File: config.mk
export PLATFORM = sky130hd
export DESIGN_NAME = kernel_sram_ctrl
export DESIGN_NICKNAME = d
export VERILOG_FILES = /design/src/rtl/kernel_sram_ctrl.sv
export SDC_FILE = /design/constraint.sdc
export NUM_CORES = 1
export LEC_CHECK = 0
export ABC_CLOCK_PERIOD_IN_PS = 2400
export CORE_AREA = 10 10 174 176
export DETAILED_ROUTE_END_ITERATION = 10
export DIE_AREA = 0 0 184 186
export GPL_TIMING_DRIVEN = 1
export HOLD_SLACK_MARGIN = 0.08
export PLACE_DENSITY_LB_ADDON = 0.15
export SLEW_MARGIN = 20
export SYNTH_ARGS = -nofsm -noshare
export SYNTH_HDL_FRONTEND = slang
export SYNTH_SLANG_ARGS = --single-unit
File: constraint.sdc
create_clock -name clk -period 2.4 [get_ports clk]
set_clock_uncertainty 0.15 [all_clocks]
set_input_delay 0.72 -clock clk [delete_from_list [all_inputs] [get_ports clk]]
set_output_delay 0.72 -clock clk [all_outputs]
set_load 0.005 [all_outputs]
File: src/rtl/kernel_sram_ctrl.sv
// -----------------------------------------------------------------------------
// kernel_sram_ctrl
//
// Front-end controller for the dual-bank kernel SRAM. It streams a kernel-weight
// load into consecutive SRAM addresses and arbitrates each bank between that
// load stream and one PE read requester (rq0 -> bank 0, rq1 -> bank 1). The
// bank is selected by word-address bit 6. A read and a write never hit the
// same bank in the same cycle. A pending write is starved by same-bank reads
// for at most WR_STARVE consecutive cycles.
//
// Ports:
//   clk, rst                 clock (posedge) and synchronous active-high reset
//   ld_start_i/base_i/len_i  load command, sampled only while idle
//   wr_valid_i/data_i        write stream; wr_ready_o marks acceptance
//   ld_busy_o, ld_done_o     load in progress / one-cycle completion pulse
//   rqN_valid_i/addr_i       bank-N read request (address without bank bit)
//   rqN_ready_o              request granted this cycle
//   rqN_rvalid_o/rdata_o     read data, one cycle after grant
//   k_ren1_o/k_ra1_o         SRAM read port 1 (bank 0 requester)
//   k_ren2_o/k_ra2_o         SRAM read port 2 (bank 1 requester)
//   k_wen_o/k_wa_o/k_wd_o    SRAM write port
//   k_rd1_i, k_rd2_i         SRAM read data, valid one cycle after enable
// -----------------------------------------------------------------------------
module kernel_sram_ctrl #(
  parameter int ADDR_W    = 10,
  parameter int DATA_W    = 64,
  parameter int WR_STARVE = 4
) (
  input  logic              clk,
  input  logic              rst,
  input  logic              ld_start_i,
  input  logic [ADDR_W-1:0] ld_base_i,
  input  logic [ADDR_W:0]   ld_len_i,
  input  logic              wr_valid_i,
  input  logic [DATA_W-1:0] wr_data_i,
  output logic              wr_ready_o,
  output logic              ld_busy_o,
  output logic              ld_done_o,
  input  logic              rq0_valid_i,
  input  logic [ADDR_W-2:0] rq0_addr_i,
  output logic              rq0_ready_o,
  output logic              rq0_rvalid_o,
  output logic [DATA_W-1:0] rq0_rdata_o,
  input  logic              rq1_valid_i,
  input  logic [ADDR_W-2:0] rq1_addr_i,
  output logic              rq1_ready_o,
  output logic              rq1_rvalid_o,
  output logic [DATA_W-1:0] rq1_rdata_o,
  output logic              k_ren1_o,
  output logic [ADDR_W-1:0] k_ra1_o,
  output logic              k_ren2_o,
  output logic [ADDR_W-1:0] k_ra2_o,
  output logic              k_wen_o,
  output logic [ADDR_W-1:0] k_wa_o,
  output logic [DATA_W-1:0] k_wd_o,
  input  logic [DATA_W-1:0] k_rd1_i,
  input  logic [DATA_W-1:0] k_rd2_i
);

  // Starve counters only need to reach WR_STARVE (at most 15).
  localparam int SC_W = 4;
  localparam logic [SC_W-1:0] STARVE_MAX = SC_W'(WR_STARVE);

  typedef enum logic [1:0] {
    S_IDLE,
    S_LOAD,
    S_DONE
  } state_e;

  state_e            state_q, state_d;
  logic [ADDR_W-1:0] wr_addr_q, wr_addr_d;
  logic [ADDR_W:0]   remaining_q, remaining_d;
  logic [SC_W-1:0]   starve0_q, starve0_d;
  logic [SC_W-1:0]   starve1_q, starve1_d;
  logic              rq0_rvalid_q, rq1_rvalid_q;

  logic wr_pend;
  logic wr_bank;
  logic conf0, conf1;
  logic rd0_win, rd1_win;
  logic wr_accept;

  // ---------------------------------------------------------------------------
  // Bank arbitration
  // ---------------------------------------------------------------------------
  // NOTE: every signal driven here gets a default before any condition, so no
  // path leaves a value unassigned and no latch is inferred.
  always_comb begin
    wr_pend = (state_q == S_LOAD) && wr_valid_i;
    wr_bank = wr_addr_q[6];

    // A conflict is a pending write and a valid read on the same bank.
    conf0 = wr_pend && !wr_bank && rq0_valid_i;
    conf1 = wr_pend &&  wr_bank && rq1_valid_i;

    // The read keeps winning until the write has been held off WR_STARVE times.
    rd0_win = conf0 && (starve0_q < STARVE_MAX);
    rd1_win = conf1 && (starve1_q < STARVE_MAX);

    // Counters only advance while a read is actually blocking the write;
    // any other outcome (write wins, no conflict) restarts the count.
    starve0_d = rd0_win ? starve0_q + SC_W'(1) : '0;
    starve1_d = rd1_win ? starve1_q + SC_W'(1) : '0;

    rq0_ready_o = rq0_valid_i && (!conf0 || rd0_win);
    rq1_ready_o = rq1_valid_i && (!conf1 || rd1_win);
    wr_ready_o  = (state_q == S_LOAD) && !rd0_win && !rd1_win;
    wr_accept   = wr_valid_i && wr_ready_o;

    k_ren1_o = rq0_valid_i && rq0_ready_o;
    k_ren2_o = rq1_valid_i && rq1_ready_o;
    k_ra1_o  = {rq0_addr_i[ADDR_W-2:6], 1'b0, rq0_addr_i[5:0]};
    k_ra2_o  = {rq1_addr_i[ADDR_W-2:6], 1'b1, rq1_addr_i[5:0]};
    k_wen_o  = wr_accept;
    k_wa_o   = wr_addr_q;
    k_wd_o   = wr_data_i;
  end

  // ---------------------------------------------------------------------------
  // Load sequencer
  // ---------------------------------------------------------------------------
  always_comb begin
    state_d     = state_q;
    wr_addr_d   = wr_addr_q;
    remaining_d = remaining_q;
    case (state_q)
      S_IDLE: begin
        if (ld_start_i) begin
          if (ld_len_i != '0) begin
            state_d     = S_LOAD;
            wr_addr_d   = ld_base_i;
            remaining_d = ld_len_i;
          end else begin
            // Zero-length load completes immediately without writing.
            state_d = S_DONE;
          end
        end
      end
      S_LOAD: begin
        if (wr_accept) begin
          // Address wraps naturally at 2^ADDR_W.
          wr_addr_d   = wr_addr_q + ADDR_W'(1);
          remaining_d = remaining_q - (ADDR_W+1)'(1);
          if (remaining_q == (ADDR_W+1)'(1)) begin
            state_d = S_DONE;
          end
        end
      end
      S_DONE:  state_d = S_IDLE;
      default: state_d = S_IDLE;
    endcase
  end

  assign ld_busy_o = (state_q == S_LOAD);
  assign ld_done_o = (state_q == S_DONE);

  // ---------------------------------------------------------------------------
  // State registers
  // ---------------------------------------------------------------------------
  // NOTE: sequential state uses non-blocking assignments so every register
  // samples the pre-edge values, independent of statement order.
  always_ff @(posedge clk) begin
    if (rst) begin
      state_q      <= S_IDLE;
      wr_addr_q    <= '0;
      remaining_q  <= '0;
      starve0_q    <= '0;
      starve1_q    <= '0;
      rq0_rvalid_q <= 1'b0;
      rq1_rvalid_q <= 1'b0;
    end else begin
      state_q      <= state_d;
      wr_addr_q    <= wr_addr_d;
      remaining_q  <= remaining_d;
      starve0_q    <= starve0_d;
      starve1_q    <= starve1_d;
      rq0_rvalid_q <= k_ren1_o;
      rq1_rvalid_q <= k_ren2_o;
    end
  end

  // SRAM data arrives one cycle after the enable, aligned with rvalid.
  assign rq0_rvalid_o = rq0_rvalid_q;
  assign rq1_rvalid_o = rq1_rvalid_q;
  assign rq0_rdata_o  = k_rd1_i;
  assign rq1_rdata_o  = k_rd2_i;

endmodule

==> results.md <==
* Outcome: finished with violations
* Failing checks: setup timing
* Most frequent CP cell: buf_6
* Critical Path RT at 1.53 ns
* Clock sink total at 33
* Setup Viol. Count Final at 1
* CP endpoint kind: output pin
* Critical R2R Launch: remaining_q[0]
* Clk Tree Root Cell: clkbuf_16
* Clk_lat worst skew at 0.28 ns
* Worst Hold End: starve1_q[0]
* Final GP Congestion at 0.685
* Most frequent cells in the layout: buf_4 (37), clkdlybuf4s50_1 (35), dfxtp_1 (32)
* Initial core utilization at 0.139
* Crit Path Class: input port to output pin
* First-pass GRT wire length at 16.6 mm
* TritonRoute pass-1 iters at 4
* GR Overflow Total at 0
* Design area at 3460 sq um
* Initial antenna violation count at 0
* Final TNS setup at -0.00322 ns
* Post-DP Area at 3240 sq um
* Yosys reg bits at 33
* Final HPWL DP at 8.78 mm
* CP Buf/Inv Count at 3
* Die Span Y at 186 um
* Number of diodes at 0
* Avg Inst Size Synth at 8.14 sq um
* DR WL met3 at 1.33 mm
* Commonest non-fill, non-tap cell in the layout: buf_4
* Fin crit period at 2.40 ns
* Hold violation count in the final report at 0
* H-tree depth at 2
* RR Endpoint: remaining_q[10]
* Hold Path Stages at 1
* Vias/cell at 3.57
* P_leak at 1.20 nW
* # fillers at 3083
* Port bufs at 46
* Die Wd at 184 um
* Critical-path cell list: buf_6, nor4bb_4, or3_4, inv_4, buf_6
* Final net count at 562
* CTS tree: built
* Placed cell count at 652
* Crit path from: rq1_valid_i
* Final worst setup slack at -0.00322 ns
* Max Clk Rate at 416 MHz
* Crit-path max FO at 2
* Die Area at 34200 sq um
* Top cells by area, synth: buf_4 (44%), dfxtp_1 (18%), o32ai_2 (3.9%)
* Commonest register cell after synthesis: dfxtp_1
* CP arrival at 1.53 ns
* Slowest cell delay on critical path at 0.41 ns
* Final WL at 11.5 mm
* Register area share after synthesis at 0.178
* Hold Crit Class: register to register
* Core Box Area at 26700 sq um
* Gr usage total at 0.0642
* Starting DRT DRC Count at 114
* Post-Route M1 WL at 4.46 mm
* Post-synth EDFFs at 0
* Netlist cell types at 57
* Largest area contributor in the netlist: buf_4
* VDD IR-drop max at 228 uV
* Hold_buf cts at 0
* R2R Setup Slk at 0.32 ns
* Max-slew violations at 0
* Clk slew on worst S/H paths at 0.05 ns
* Max_cap viols at 0
* RSZ-0062 raised after global routing: true
* Syn. warnings at 0
* Area delta synth->final at -6.81%
* Clock buffer count from CTS at 5
* Slowest-stage cell, CP: or3_4
* Period utilisation layout at 1.00
* WL met2 at 5.00 mm
* Clock tree buffer depth at 2
* PD cells at 553 nW/um^2
* Setup crit start kind: input port
* Worst path top cell family by delay: simple AND/OR/NAND/NOR gates
* Rows at 60
* Combined flip-flop and latch cell area at 664 sq um
* Remaining antenna violation count at 0
* Largest net degree at the start of global routing at 40
* DR DRC count at 0
* Cell depth of the worst flop-to-flop path at 6
* Async set-reset flop share out of synthesis at 0
* Post-Syn Instances at 456
* Total power at 1.91 mW
* I/O pins at 469
* Top sig layer: met4
* HP Start: starve1_q[0]
* Total number of vias at 2363
* Mapped cell area at 3710 sq um
* Wire per inst at 17.4 um
* Top cell type's share of synthesized area at 0.437
* Multi-input gate area at 1400 sq um
* Share of cells above drive strength 1 at 0.290
* Vias in the first global route at 2523
* Final Non-Filler Cells at 662
[synthesized netlist by cell type, types with 2 or more instances]
| library cell | count |
|---|---|
| clkbuf_1 | 8 |
| a211oi_2 | 2 |
| o31a_1 | 5 |
| buf_2 | 6 |
| conb_1 | 2 |
| a22oi_1 | 9 |
| nor2_1 | 14 |
| o32ai_2 | 9 |
| nor4_1 | 4 |
| nor4_2 | 3 |
| nand4_1 | 2 |
| a31oi_1 | 2 |
| or3_1 | 3 |
| nor3_1 | 11 |
| buf_4 | 216 |
| xnor2_1 | 2 |
| nand2b_1 | 14 |
| o21a_1 | 5 |
| or2b_1 | 2 |
| o32ai_1 | 7 |
| nand3_1 | 6 |
| dfxtp_1 | 33 |
| or4_1 | 3 |
| a21oi_1 | 24 |
| nor2b_1 | 5 |
| ha_1 | 5 |
| inv_1 | 11 |
| a221oi_1 | 2 |
| nor3b_1 | 3 |
| nand2_1 | 11 |
[cell families after synthesis]
logic type      share of synthesized area
fa+ha+maj                          0.0169
mux                               0.00270
simple gates                        0.155
other cells                       0.00202
xor+xnor                          0.00472
flops                               0.178
buf+inv                             0.470
compound gates                      0.170
[report_power, final]
group	internal [mW]	leakage (nW)	switching [mW]
Sequential	0.594	0.272	0.0582
Clock	0.382	0.0706	0.258
Combinational	0.311	0.856	0.310
Total	1.29	1.20	0.625
[flip-flops by register name (all words and copies together) (netlist names)]
name	flops
k_wa_o	10
remaining_q	11
rq0_rvalid_o	1
rq1_rvalid_o	1
starve0_q	4
starve1_q	4
state_q	2
[stage by stage]
step	worst slack [ns]	hold WS, ns	utilization
after global routing	-0.0295	0.295	0.129
after floorplan	0.173	0.249	-
after CTS	-0.0141	0.275	0.128
after detailed placement	-0.893	0.267	0.121
after global placement	-0.917	0.259	0.121
final	-0.00322	0.270	0.129
[metal layers]
metal,track usage,up-vias
met4,0.0456,0
li1,-,1060
met1,0.0708,1088
met3,0.0322,81
met5,0,-
met2,0.0944,134
[worst max-delay path by stage]
stage	to	cells after the start
after floorplan	k_wen_o	3
after global placement	k_wen_o	5
after detailed placement	k_wen_o	5
after CTS	k_wen_o	5
after global routing	k_wen_o	5
final	k_wen_o	5
[cell type report]
type / instances / share of cell area
Multi-Input combinational cell: 181 / 0.404
Clock buffer: 6 / 0.0373
Clock inverter: 2 / 0.00290
Inverter: 12 / 0.0138
Timing Repair Buffer: 87 / 0.227
Tap cell: 341 / 0.123
Sequential cell: 33 / 0.192
[what timing repair did]
action | in CTS | in global routing
cloned | 0 | 0
setup buffers | 2 | 1
gates resized for setup | 50 | 8
endpoints found under the setup margin | 28 | 28
pin swaps | 8 | 5
No activity file was read; power rests on OpenSTA's default activity.
